===== src/rtl/lp_pkg.sv =====
// Shared types for the length-packing pipeline: control bundle layout and field widths.
package lp_pkg;

  localparam int SHIFT_W  = 8;
  localparam int ENC_W    = 3;
  localparam int LEN_W    = 6;
  localparam int LOC_W    = 4;
  localparam int TOTLEN_W = 7;

  typedef struct packed {
    logic                store;
    logic                fill;
    logic                emit;
    logic                stop;
    logic                fill_ctrl;
    logic [SHIFT_W-1:0]  shift_amount;
    logic [ENC_W-1:0]    encoded1;
    logic [ENC_W-1:0]    encoded2;
    logic [LEN_W-1:0]    length1;
    logic [LEN_W-1:0]    length2;
    logic [LOC_W-1:0]    location2;
    logic [LOC_W-1:0]    location4;
    logic [TOTLEN_W-1:0] total_length;
  } lp_ctrl_t;

  localparam int LP_CTRL_W = $bits(lp_ctrl_t);

endpackage


===== src/rtl/lp_skid_stage.sv =====
// One registered stage with a single-entry skid buffer; 1 cycle latency, full throughput.
// Upstream ready is registered (~skid_vld), so dn_rdy never reaches up_rdy combinationally.
module lp_skid_stage #(
  parameter int PAYLOAD_W = 8
) (
  input  logic                 clk,
  input  logic                 reset,
  input  logic                 flush,
  input  logic                 up_vld,
  output logic                 up_rdy,
  input  logic [PAYLOAD_W-1:0] up_dat,
  output logic                 dn_vld,
  input  logic                 dn_rdy,
  output logic [PAYLOAD_W-1:0] dn_dat
);

  logic                 main_vld;
  logic                 skid_vld;
  logic [PAYLOAD_W-1:0] main_dat;
  logic [PAYLOAD_W-1:0] skid_dat;
  logic                 take;
  logic                 advance;

  assign up_rdy  = ~skid_vld;
  assign dn_vld  = main_vld;
  assign dn_dat  = main_dat;
  assign take    = up_vld & ~skid_vld;
  assign advance = ~main_vld | dn_rdy;

  always_ff @(posedge clk) begin
    if (reset) begin
      main_vld <= 1'b0;
      skid_vld <= 1'b0;
      main_dat <= '0;
      skid_dat <= '0;
    end else if (flush) begin
      main_vld <= 1'b0;
      skid_vld <= 1'b0;
    end else if (advance) begin
      // A parked skid entry always goes first; up_rdy was low, so nothing new arrives.
      if (skid_vld) begin
        main_dat <= skid_dat;
        main_vld <= 1'b1;
        skid_vld <= 1'b0;
      end else begin
        main_vld <= take;
        if (take) main_dat <= up_dat;
      end
    end else if (take) begin
      skid_dat <= up_dat;
      skid_vld <= 1'b1;
    end
  end

endmodule


===== src/rtl/length_packing_pipe.sv =====
// Elastic DEPTH-stage pipe for {ctrl, word}; DEPTH cycles latency, 1 entry/cycle sustained.
// Each stage skid-buffers so the packer can stall; o_ready drops only when stage 0's skid is full.
module length_packing_pipe
  import lp_pkg::*;
#(
  parameter  int WIDTH  = 64,
  parameter  int CTRL_W = LP_CTRL_W,
  parameter  int DEPTH  = 2,
  localparam int CNT_W  = $clog2(2*DEPTH+1)
) (
  input  logic              i_clk,
  input  logic              i_reset,
  input  logic              i_flush,
  input  logic              i_valid,
  output logic              o_ready,
  input  logic [CTRL_W-1:0] i_ctrl,
  input  logic [WIDTH-1:0]  i_word,
  output logic              o_valid,
  input  logic              i_ready,
  output logic [CTRL_W-1:0] o_ctrl,
  output logic [WIDTH-1:0]  o_word,
  output logic [CNT_W-1:0]  o_count
);

  localparam int PW = CTRL_W + WIDTH;

  logic          vld [DEPTH+1];
  logic          rdy [DEPTH+1];
  logic [PW-1:0] dat [DEPTH+1];
  logic          in_xfer;
  logic          out_xfer;
  logic [CNT_W-1:0] count;

  assign vld[0]     = i_valid;
  assign dat[0]     = {i_ctrl, i_word};
  assign rdy[DEPTH] = i_ready;
  assign o_ready    = rdy[0];
  assign o_valid    = vld[DEPTH];
  assign {o_ctrl, o_word} = dat[DEPTH];

  for (genvar g = 0; g < DEPTH; g++) begin : g_stage
    lp_skid_stage #(.PAYLOAD_W(PW)) u_stage (
      .clk    (i_clk),
      .reset  (i_reset),
      .flush  (i_flush),
      .up_vld (vld[g]),
      .up_rdy (rdy[g]),
      .up_dat (dat[g]),
      .dn_vld (vld[g+1]),
      .dn_rdy (rdy[g+1]),
      .dn_dat (dat[g+1])
    );
  end

  assign in_xfer  = i_valid & o_ready;
  assign out_xfer = o_valid & i_ready;

  // Occupancy tracks main+skid valids across all stages, bounded by 2*DEPTH.
  always_ff @(posedge i_clk) begin
    if (i_reset || i_flush) begin
      count <= '0;
    end else if (in_xfer && !out_xfer) begin
      count <= count + CNT_W'(1);
    end else if (out_xfer && !in_xfer) begin
      count <= count - CNT_W'(1);
    end
  end

  assign o_count = count;

endmodule


===== config.mk =====
export PLATFORM = sky130hd
export DESIGN_NAME = length_packing_pipe
export DESIGN_NICKNAME = d
export VERILOG_FILES = /design/src/rtl/lp_pkg.sv /design/src/rtl/lp_skid_stage.sv /design/src/rtl/length_packing_pipe.sv
export SDC_FILE = /design/constraint.sdc
export NUM_CORES = 1
export LEC_CHECK = 0
export ABC_AREA = 1
export CAP_MARGIN = 30
export CELL_PAD_IN_SITES_DETAIL_PLACEMENT = 0
export CELL_PAD_IN_SITES_GLOBAL_PLACEMENT = 1
export CORE_MARGIN = 2
export CORE_UTILIZATION = 37
export CTS_BUF_LIST = sky130_fd_sc_hd__clkbuf_4 sky130_fd_sc_hd__clkbuf_8
export CTS_CLUSTER_DIAMETER = 200
export DETAILED_ROUTE_END_ITERATION = 7
export GPL_TIMING_DRIVEN = 0
export MAX_ROUTING_LAYER = met4
export PLACE_DENSITY_LB_ADDON = 0.1
export SLEW_MARGIN = 20
export SYNTH_ARGS = -nofsm -noshare
export SYNTH_HDL_FRONTEND = slang
export SYNTH_SLANG_ARGS = --single-unit
export TNS_END_PERCENT = 50

===== constraint.sdc =====
create_clock -name i_clk -period 1.9 [get_ports i_clk]
set_input_delay 0.285 -clock i_clk [delete_from_list [all_inputs] [get_ports i_clk]]
set_output_delay 0.285 -clock i_clk [all_outputs]
set_load 0.005 [all_outputs]

==> qor.txt <==
Sw Pwr = 5500 uW
# setup viols final = 0
Post-layout nets = 4018
compound-gate portion of the synthesized area = 0.0502
Longest Clk Path Bufs = 3
Startpoint Class = flop
period utilization = 0.969
critical path startpoint = g_stage[1].u_stage.skid_vld
top-area cell type share of the netlist area = 0.403
Fmax = 543 MHz
DRT iter0 DRCs = 917
worst setup path endpoint = g_stage[1].u_stage.dn_dat[86]
placed cell area = 25500 um^2
DRT Wirelength = 65700 um
H-tree lvl count = 3
Crit. End Element = flop
multi-input combinational cell area = 9460 um^2
RSZ-0062 raised after global routing = yes
DR pass1 iterations = 5
Seq/Total Area, Yosys = 0.403
#FFs+latches synth = 447
number of max-cap violations = 0
Final Slew Violations = 0
Mean Syn Cell Area = 6.20 um^2
ys async rst share = 0
top cells by instance count after synthesis = nor2_1, nand2_1, inv_1, dfxtp_1, nand3_1
initial antenna violation count = 2
Die H = 249 um
Initial Utilization = 0.375
RePlAce Congestion = 0.805
Boundary Pins = 230
Sw Ratio = 0.253
first-pass GRT wire length = 104000 um
clock sinks = 447
vias in the first global route = 19035
crit path time final = 1.84 ns
part of the power in combinational logic = 0.097
largest net degree at the start of global routing = 20
Min-Delay Path Class = in2reg
clock insertion delay at the later pin of the skew report = 0.65 ns
top-count cell post-synth = nor2_1
worst slew pin tran = 0.893 ns
Top FF cell, synth = dfxtp_1
post-synth top area cell = dfxtp_1
via/cell ratio = 4.31
all-layer global routing usage = 0.217
WP data arrival = 2.37 ns
max_slew headroom = 0.404
Finished Cell Area = 27400 um^2
Post-Route Utilization = 0.462
Ys Warns = 0
fillers = 6565
clock group share of total power = 0.454
RR Endpoint = g_stage[1].u_stage.dn_dat[86]
Root Driver = clkbuf_8
EDFF count, synth = 0
crit-path max FO = 11
layout cell share with drive strength beyond 1 = 0.147
Final Skew = 0.0196 ns
Data required, critical path = 2.43 ns
mux cell area share after synthesis = 0
status = finished clean
largest cells by area after synthesis = dfxtp_1, nor2_1, nand2_1
final hold violation count = 0
grt total ovfl = 0
Post-Synth XOR/XNOR Area = 0.000394
clock edge transition at the registers on the reported setup and hold paths = 0.06 ns
synthesis-to-layout area growth = 23.3%
simple-gate share of the synthesized area = 0.372
Tot Pwr = 21800 uW
Pwr Density = 794 nW/um^2
std cell rows = 89
Die Width = 249 um
DP Worst Slack = -1.16 ns
hpwl dp = 46700 um
cell area after synthesis = 22200 um^2
VDD IR max = 0.000427 V
R2R cell count = 8
CTS tree = done
Crit Path Category = reg2reg
die area = 62000 um^2
post-route ant nets = 0
syn nets = 3699
worst reg2reg startpoint = g_stage[1].u_stage.skid_vld
Post-Synth Adder-Cell Area = 0.00146
Post-Syn Instances = 3582
wire per inst = 13.9 um
share of power burned in registers = 0.449
register area = 9060 um^2
setup ws final = 0.0595 ns
largest family of logic cells by synthesized area = simple AND/OR/NAND/NOR gates
Core Area = 59200 um^2
Yosys cell types = 22
via count = 20461
CTS buffer count = 83
register-to-register setup slack = 0.06 ns
Port Buffer Count = 229
Post-route DRC = 0
Lkg Pwr = 0.0140 uW
Pint = 16300 uW
## cells in the final DEF, fill, tap and decap left out
cell type / n
a21oi_1: 112
buf_1: 4
buf_12: 2
buf_2: 85
buf_4: 207
buf_6: 35
buf_8: 2
clkbuf_1: 66
clkbuf_16: 1
clkbuf_2: 1
clkbuf_4: 36
clkbuf_8: 108
clkdlybuf4s50_1: 167
clkinv_2: 6
dfxtp_1: 368
dfxtp_2: 75
dfxtp_4: 4
diode_2: 5
dlygate4sd2_1: 1
fa_1: 1
ha_1: 1
inv_1: 449
inv_2: 3
nand2_1: 890
nand2_2: 2
nand2_4: 1
nand3_1: 222
nand3_4: 1
nor2_1: 989
nor2_2: 9
nor2_4: 3
nor3_1: 1
o21ai_0: 111
xor2_1: 1
## flip-flops by register name, indices dropped and copies added (netlist names)
register / count
g_stage.u_stage.skid_vld: 2
g_stage.u_stage.skid_dat: 220
g_stage.u_stage.dn_vld: 2
o_count: 3
g_stage.u_stage.dn_dat: 220
## layer usage
layer | GRT usage | wire length, um | vias to the layer above
met4 | 0.0656 | 1410 | 0
met2 | 0.342 | 29500 | 340
li1 | - | - | 11174
met3 | 0.0322 | 2620 | 91
met5 | - | 0 | -
met1 | 0.287 | 32200 | 8856
## how the worst min path moves through the flow
stage,start,endpoint,depth (start not counted)
after floorplan,g_stage[0].u_stage.skid_dat[66],g_stage[0].u_stage.skid_dat[66],2
after global placement,g_stage[0].u_stage.skid_dat[59],g_stage[0].u_stage.skid_dat[59],2
after detailed placement,g_stage[0].u_stage.skid_dat[64],g_stage[0].u_stage.skid_dat[64],2
after CTS,i_word[14],g_stage[0].u_stage.skid_dat[14],5
after global routing,i_word[10],g_stage[0].u_stage.skid_dat[10],5
final,i_ctrl[38],g_stage[0].u_stage.skid_dat[102],5
## layout make-up
cell class / instances / share of cell area
clock inverters: 6 / 0.00110
plain buffers: 336 / 0.0810
clock buffers: 142 / 0.0636
repair buffers: 237 / 0.0808
flip-flops and latches: 447 / 0.331
multi-input cells: 2344 / 0.345
diodes: 5 / 0.000457
inverters: 452 / 0.0619
well taps: 773 / 0.0353
## per-stage QoR
step	std cells	TNS, ns	hold WS (ns)
floorplan	3582	0	0.451
global placement	4584	-292.26	0.459
detailed placement	4588	-191.84	0.468
CTS	4734	0	0.226
global route	4739	-0.0137	0.295
finish	4742	0	0.291
## power by group through the flow
stage / Combinational (uW) / Sequential (uW) / Clock (uW)
after global routing: 2400 / 9790 / 10600
after floorplan: 1270 / 9920 / 0
after CTS: 2130 / 9760 / 10200
after detailed placement: 2130 / 9960 / 0
after global placement: 2140 / 9950 / 0
final: 2110 / 9760 / 9890
## logic make-up (layout without fill, tap and decap cells)
logic type,count (synthesis),in the layout
XOR/XNOR,1,1
other,0,5
AO/OA/AOI/OAI,223,223
AND/OR/NAND/NOR,2118,2118
adder cells (fa/ha/maj),2,2
buffers and inverters,791,1173
flip-flops,447,447
## critical path: stages, from the launching register on
cell and delay, ns:
dfxtp_4 0.47, buf_12 0.19, inv_2 0.05, nand2_2 0.15
nand3_4 0.15, buf_8 0.21, buf_2 0.22, nor2_1 0.21
nor2_1 0.07
## what timing repair did
action / CTS / global route
hold buffers: 0 / 0
setup buffers: 2 / 3
setup endpoints to repair: 531 / 190
gates resized for setup: 162 / 15
pin swaps: 1 / 0
Power figures use the tool's default switching activity.
